==> src/rtl/rs232_frame_timer.sv <==
// rs232_frame_timer: programmable bit-timing engine shared by the RS232 TX
// shifter and RX sampler. Divisor and frame length are latched when a frame
// starts, so the caller may change them freely while a frame is in flight.
module rs232_frame_timer #(
  parameter int DIV_WIDTH = 16,
  parameter int BIT_WIDTH = 4
) (
  input  logic                 clk,
  input  logic                 reset,
  input  logic [DIV_WIDTH-1:0] cfg_divisor,
  input  logic [BIT_WIDTH-1:0] cfg_frame_bits,
  input  logic                 start,
  input  logic                 abort,
  output logic                 busy,
  output logic                 bit_start,
  output logic                 bit_mid,
  output logic [BIT_WIDTH-1:0] bit_index,
  output logic                 frame_done,
  output logic                 cfg_error
);

  typedef enum logic {IDLE, RUN} state_t;

  state_t               state_q;
  logic [DIV_WIDTH-1:0] baud_cnt_q;
  logic [BIT_WIDTH-1:0] bit_index_q;
  logic [DIV_WIDTH-1:0] div_q;
  logic [BIT_WIDTH-1:0] nbits_q;
  logic                 busy_q;
  logic                 bit_start_q;
  logic                 bit_mid_q;
  logic                 frame_done_q;
  logic                 cfg_error_q;

  // A divisor below 3 leaves no room for a distinct mid-bit strobe; a frame
  // needs at least a start and a stop bit.
  function automatic logic cfg_legal(input logic [DIV_WIDTH-1:0] d,
                                     input logic [BIT_WIDTH-1:0] n);
    return (d >= DIV_WIDTH'(3)) && (n >= BIT_WIDTH'(2));
  endfunction

  // Centre of a bit period of d+1 clocks. One extra bit keeps d+1 from
  // wrapping when d is all ones.
  function automatic logic [DIV_WIDTH:0] half_period(input logic [DIV_WIDTH-1:0] d);
    return ({1'b0, d} + (DIV_WIDTH+1)'(1)) >> 1;
  endfunction

  logic [DIV_WIDTH:0] cnt_inc;
  logic               mid_hit;
  logic               bit_last;
  logic               frame_last;

  // Next-count helpers; the strobe flags are computed one cycle early so the
  // strobes themselves can be registered.
  always_comb begin
    cnt_inc    = {1'b0, baud_cnt_q} + (DIV_WIDTH+1)'(1);
    mid_hit    = (cnt_inc == half_period(div_q));
    bit_last   = (baud_cnt_q == div_q);
    frame_last = (bit_index_q == (nbits_q - BIT_WIDTH'(1)));
  end

  // Frame FSM with all outputs registered; strobes default low each cycle.
  always_ff @(posedge clk or posedge reset) begin
    if (reset) begin
      state_q      <= IDLE;
      baud_cnt_q   <= '0;
      bit_index_q  <= '0;
      div_q        <= '0;
      nbits_q      <= '0;
      busy_q       <= 1'b0;
      bit_start_q  <= 1'b0;
      bit_mid_q    <= 1'b0;
      frame_done_q <= 1'b0;
      cfg_error_q  <= 1'b0;
    end else begin
      bit_start_q  <= 1'b0;
      bit_mid_q    <= 1'b0;
      frame_done_q <= 1'b0;
      cfg_error_q  <= 1'b0;
      case (state_q)
        IDLE: begin
          // abort outranks start here: no frame and no error report
          if (start && !abort) begin
            if (cfg_legal(cfg_divisor, cfg_frame_bits)) begin
              state_q     <= RUN;
              div_q       <= cfg_divisor;
              nbits_q     <= cfg_frame_bits;
              baud_cnt_q  <= '0;
              bit_index_q <= '0;
              busy_q      <= 1'b1;
              bit_start_q <= 1'b1;
            end else begin
              cfg_error_q <= 1'b1;
            end
          end
        end
        RUN: begin
          if (abort) begin
            state_q     <= IDLE;
            baud_cnt_q  <= '0;
            bit_index_q <= '0;
            busy_q      <= 1'b0;
          end else if (bit_last) begin
            baud_cnt_q <= '0;
            if (frame_last) begin
              state_q      <= IDLE;
              bit_index_q  <= '0;
              busy_q       <= 1'b0;
              frame_done_q <= 1'b1;
            end else begin
              bit_index_q <= bit_index_q + BIT_WIDTH'(1);
              bit_start_q <= 1'b1;
            end
          end else begin
            baud_cnt_q <= cnt_inc[DIV_WIDTH-1:0];
            bit_mid_q  <= mid_hit;
          end
        end
        default: begin
          state_q <= IDLE;
          busy_q  <= 1'b0;
        end
      endcase
    end
  end

  assign busy       = busy_q;
  assign bit_start  = bit_start_q;
  assign bit_mid    = bit_mid_q;
  assign bit_index  = bit_index_q;
  assign frame_done = frame_done_q;
  assign cfg_error  = cfg_error_q;

endmodule
==> config.mk <==
export PLATFORM = sky130hd
export DESIGN_NAME = rs232_frame_timer
export DESIGN_NICKNAME = d
export VERILOG_FILES = /design/src/rtl/rs232_frame_timer.sv
export SDC_FILE = /design/constraint.sdc
export NUM_CORES = 1
export LEC_CHECK = 0
export CAP_MARGIN = 20
export CORE_AREA = 2 2 105 107
export CTS_BUF_LIST = sky130_fd_sc_hd__clkbuf_8 sky130_fd_sc_hd__clkbuf_16
export DETAILED_ROUTE_END_ITERATION = 12
export DIE_AREA = 0 0 107 109
export SLEW_MARGIN = 20
export SYNTH_ARGS = -nofsm -noshare
export SYNTH_HDL_FRONTEND = slang
export SYNTH_SLANG_ARGS = --single-unit
==> constraint.sdc <==
create_clock -name clk -period 2 [get_ports clk]
set_clock_uncertainty 0.15 [all_clocks]
set_input_delay 0.3 -clock clk [delete_from_list [all_inputs] [get_ports clk]]
set_output_delay 0.3 -clock clk [all_outputs]
set_load 0.05 [all_outputs]
# After elaboration in Yosys (flattened, before gate mapping)
# Cells that the tools add are included.
# op_classes
bitwise,1
n_eq_ne,7
order_cmp,2
reduce_logical,7
muxes,36
add_sub_neg,4
# ops
cell,count
2-to-1 mux 16 bit,4
"adder 16 x 1 -> 17 bit, second input constant",2
case mux 16 bit (2 select lines),1
2-to-1 mux 1 bit,22
2-to-1 mux 4 bit,5
== test 17 x 16 -> 1 bit,1
== test 16 bit,1
"greater-or-equal comparator 16 x 2 -> 1 bit, second input constant",1
case mux 4 bit (2 select lines),1
"!= test 3 x 2 -> 1 bit, second input constant",2
case mux 1 bit (2 select lines),3
AND reduction 3 bit,2
"adder 4 x 1 -> 4 bit, second input constant",1
== test 4 bit,1
"greater-or-equal comparator 4 x 2 -> 1 bit, second input constant",1
"!= test 2 bit, second input constant",2
AND reduction 4 bit,1
"subtractor 4 x 1 -> 4 bit, second input constant",1
logical AND 1 bit,2
AND reduction 2 bit,1
logical NOT 1 bit,1
NOT 1 bit,1
# totals
out_inout_bits,9
wordCells,67
reg_bits,46
inputBits,24

# Logic depth before layout (Yosys ltp)
# Gate-level depths: netlist of the first run.
# logic_depth
depth_word,6
mapped_depth,8
depth_no_buf,8

# Worst setup path before layout of the first run
# Ideal clock, no wire load.
# synth_path
kind,reg2reg
from,reg bit_index_q[3] (netlist: bit_index[3])
to,reg bit_index_q[2] (netlist: bit_index[2])
period_less_slack_ns,2.283
arrival_time_ns,2.012
n_path_buf,0
slack_ns,-0.283
path_stages_with_launch,7
cell_sequence,dfrtp_1 xnor2_1 xnor2_1 nor4_2 nor2_1 a211o_1 a22o_1
# synth_via
elab_chain_cells,5
# synth_rtl
item,line_no,text
start: declaration,26,logic [BIT_WIDTH-1:0] bit_index_q;
start signal: assignment,111,bit_index_q <= bit_index_q + BIT_WIDTH'(1);
== test 4 bit,59,frame_last = (bit_index_q == (nbits_q - BIT_WIDTH'(1)));
2-to-1 mux 4 bit,105,if (frame_last) begin
2-to-1 mux 4 bit,103,end else if (bit_last) begin
2-to-1 mux 4 bit,98,if (abort) begin
case mux 4 bit (2 select lines),80,case (state_q)
# No other way between the ends. The select of a mux whose other input is x is not followed.
# A chain may end at the register's enable or synchronous reset.

# Worst setup path after layout of the first run
# layout_path
from,reg baud_cnt_q[11]
to,reg bit_mid_q (netlist: bit_mid)
# layout_via
elab_chain_cells,5
# layout_rtl
item,line_no,text
start: declaration,25,logic [DIV_WIDTH-1:0] baud_cnt_q;
start signal: assignment,115,baud_cnt_q <= cnt_inc[DIV_WIDTH-1:0];
adder 16 x 1 -> 17 bit,56,"cnt_inc = {1'b0, baud_cnt_q} + (DIV_WIDTH+1)'(1);"
== test 17 x 16 -> 1 bit,57,mid_hit = (cnt_inc == half_period(div_q));
2-to-1 mux 1 bit (*),103,
2-to-1 mux 1 bit (*),98,
2-to-1 mux 1 bit (*),80,
end signal: assignment,116,bit_mid_q <= mid_hit;
end: declaration,31,logic bit_mid_q;
# Every way passes the cells marked *; elsewhere a longest branch is shown, timed or not.

==> results of run 1 <==
==> routing by layer <==
| metal | track usage (%) | vias up | wire (um) |
|---|---|---|---|
| li1 | - | 1387 | - |
| met1 | 20.3 | 1423 | 4050 |
| met2 | 27.7 | 71 | 4710 |
| met3 | 1.67 | 21 | 297 |
| met4 | 5.10 | 0 | 249 |
| met5 | 0 | - | 0 |
==> final timing paths <==
| check | endpoint | start | cells after the start |
|---|---|---|---|
| min in group asynchronous | bit_index[3] | reset | 2 |
| setup reg to reg | bit_mid | baud_cnt_q[11] | 8 |
| max in group asynchronous | div_q[3] | reset | 3 |
| setup / recovery | bit_mid | baud_cnt_q[11] | 8 |
| hold / removal | div_q[12] | cfg_divisor[12] | 2 |
| hold reg to reg | nbits_q[3] | nbits_q[3] | 1 |
==> registers in the layout, summed over array words and instances, names as in the netlist, 4 cells and up <==
| name | count |
|---|---|
| baud_cnt_q | 16 |
| nbits_q | 4 |
| div_q | 16 |
| bit_index | 4 |
==> timing repair <==
| item | in CTS | in global routing |
|---|---|---|
| gates resized for setup | 73 | 56 |
| endpoints found under the setup margin | 44 | 46 |
| cloned | 2 | 2 |
| setup buffers | 19 | 10 |
| pin swaps | 39 | 26 |
==> power groups by stage <==
stage	sequential, mW	combinational, mW	clock, mW
floorplan	1.52	1.62	0
global placement	1.47	2.49	0
detailed placement	1.48	2.54	0
CTS	1.46	2.94	0.565
global route	1.50	3.41	0.617
finish	1.47	3.19	0.559
==> cell usage after synthesis (all sizes together), types with 2 or more instances <==
cell,number
nor3,11
o31ai,2
nand3,13
mux2,20
a21oi,4
and3,2
inv,12
nor4,13
a31oi,2
nor2,16
ha,4
nand2b,2
or2,2
nand4,13
xnor2,48
or3,5
o21ai,20
a22o,2
nand2,28
dfrtp,46
clkbuf,8
xor2,10
nand3b,2
a211o,2
xnor3,3
buf,11
==> cell type report <==
cell class,instances,area [um2],area share [%]
multi-input cells,237,2160,42.7
inverters,12,45.0,0.892
well taps,140,175,3.47
clock inverters,3,11.3,0.223
flip-flops and latches,46,1160,23.0
clock buffers,5,68.8,1.36
repair buffers,151,1430,28.4
==> per-stage QoR <==
| step | utilization (%) | std cells | worst slack [ns] | instance area [um2] | hold slack [ns] |
|---|---|---|---|---|---|
| 2_1_floorplan | - | 314 | -0.118 | 3200 | 0.282 |
| 3_3_place_gp | 40.0 | 556 | -0.572 | 4240 | 0.348 |
| 3_5_place_dp | 40.0 | 556 | -0.614 | 4240 | 0.357 |
| 4_1_cts | 44.8 | 584 | -0.114 | 4750 | 0.0753 |
| 5_1_grt | 47.6 | 594 | -0.293 | 5050 | 0.0633 |
| 6_report | 47.6 | 594 | -0.139 | 5050 | 0.0784 |
==> worst register-to-register path: cells and delay by family (launching register included) <==
kind                   cells  cell delay (ns)
XOR/XNOR                   2             0.26
buffers and inverters      2             0.34
flip-flops                 1             0.46
AND/OR/NAND/NOR            4             0.83
==> kinds of logic after synthesis <==
| family | share of synthesized area [%] |
|---|---|
| adders and majority gates | 1.63 |
| muxes | 7.66 |
| DFF | 37.5 |
| xor gates and xnor gates | 18.8 |
| and+or+nand+nor | 19.7 |
| buffers and inverters | 5.10 |
| AOI/OAI and AO/OA | 9.62 |
==> summary.md, run 1 <==
| Metric | Value |
|---|---|
| Largest cells by area after synthesis | `dfrtp_1, xnor2_1, mux2_2` |
| Fmax | `around 0.47 GHz` |
| Core footprint | `10,600 um2` |
| Critical-path top delay cell | `dfrtp_2` |
| EDFF count, synth | `0` |
| Comb power frac | `61.2%` |
| H-tree Lvls | `2` |
| DP Wirelength | `6610 um` |
| R2r setup slk | `-0.14 ns` |
| Syn. warnings | `0` |
| Syn Std Cell Area | `3070 um2` |
| DR WL/cell | `15.7 um` |
| Clock root buffer | `clkbuf_8` |
| Worst Path Buf+Inv | `2` |
| CTS Buf Count | `5` |
| Pint | `3.23 mW` |
| Post-synth top flop | `dfrtp_1` |
| Cells along the critical path | `nand3_2 > buf_4 > nor4_4 > buf_4 > xnor2_2 > xor2_1 > nand3_1 > nor4_4` |
| Setup TNS Final | `-0.786 ns` |
| Post-synth top area share | `37.5%` |
| Failing checks | `setup timing` |
| Pin count of the biggest net entering global routing | `19` |
| Die ar. | `11,700 um2` |
| DIE HEIGHT | `between 100 and 150 um` |
| Synth Register Bits | `46` |
| CTS tree | `done` |
| Worst-margin pin slew | `0.506 ns` |
| Cell variety after synth | `50` |
| Final Setup Violations | `13` |
| I/O Buffers | `32` |
| Reg power frac | `28.1%` |
| Iteration count of the initial detailed-routing pass | `4` |
| Final WS setup | `-0.139 ns` |
| Initial Util | `28.9%` |
| Hold Path Class | `in2reg` |
| Clk sinks | `46` |
| Cell taking the most area after synthesis | `dfrtp_1` |
| # DRC | `0` |
| Crit-path max FO | `5` |
| Status | `complete, but fails checks` |
| Normalized max-slew margin | `66.2%` |
| Startpoint types | `register` |
| Clock Tree Buf Depth | `2` |
| Total Routing Usage GR | `15.7%` |
| Commonest non-fill, non-tap cell in the layout | `buf_4` |
| Largest delay share family, worst path | `simple AND/OR/NAND/NOR gates` |
| Detailed-route via count | `2,902` |
| GP Congestion | `0.913` |
| Async set or reset register ratio after synthesis | `100%` |
| Net Switching | `1.99 mW` |
| RSZ-0062 raised after global routing | `true` |
| Final period util | `107%` |
| Overflow after GRT | `0` |
| Slew Limit Fails | `0` |
| Die W | `107 um` |
| Via density | `4.89` |
| Syn_nets | `between 300 and 400` |
| Final net count | `~480` |
| Tot Pwr | `5.22 mW` |
| Hold_buf cts | `0` |
| Fillers | `about 940` |
| CP Class | `reg2reg` |
| CP max stage delay | `0.46 ns` |
| Synthesis-to-finish area growth | `64.5%` |
| Seq/Total Area, Yosys | `37.5%` |
| Antenna violations before repair | `0` |
| Crit path DAT | `2.19 ns` |
| Clock transition at path regs | `roughly 0.09 ns` |
| Max rail drop VDD | `roughly 600 uV` |
| Average cell area after synthesis | `9.77 um2` |
| Most frequent cells in the layout | `buf_4, dfrtp_1, xnor2_1` |
| Final ANT Viol Nets | `0` |
| Vias in the first global route | `roughly 2,800` |
| Critical path endpoint category | `register` |
| Top-level port count | `33` |
| Share of total power in the clock network | `10.7%` |
| Final Hold Violating Endpoints | `0` |
| N_diodes | `0` |
| Routed wire length | `~9300 um` |
| Cells after Synth | `roughly 310` |
| Layout cells sized above 1 | `approximately half` |
| Maxcap violations | `0` |
| Worst-skew pair later-pin latency | `0.30 ns` |
| Initial DRC count | `~120` |
| Sw Share | `38.1%` |
| WP data required | `2.05 ns` |
| PD cells | `1030 nW/um2` |
| Leak Pwr | `2.24 nW` |
| Minimum clock period | `between 2 and 2.5 ns` |
| First-pass GRT wire length | `about 14,000 um` |
| Row Count | `38` |
Note: power is estimated with default switching activity, not from simulation.
==> run 2: changes to the inputs <==
--- a/config.mk
+++ b/config.mk
@@ -5,7 +5,6 @@
 export SDC_FILE = /design/constraint.sdc
 export NUM_CORES = 1
 export LEC_CHECK = 0
-export CAP_MARGIN = 20
 export CORE_AREA = 2 2 105 107
 export CTS_BUF_LIST = sky130_fd_sc_hd__clkbuf_8 sky130_fd_sc_hd__clkbuf_16
 export DETAILED_ROUTE_END_ITERATION = 12
==> results of run 2 <==
The final DEF is identical to that of run 1; final timing and power are the same.
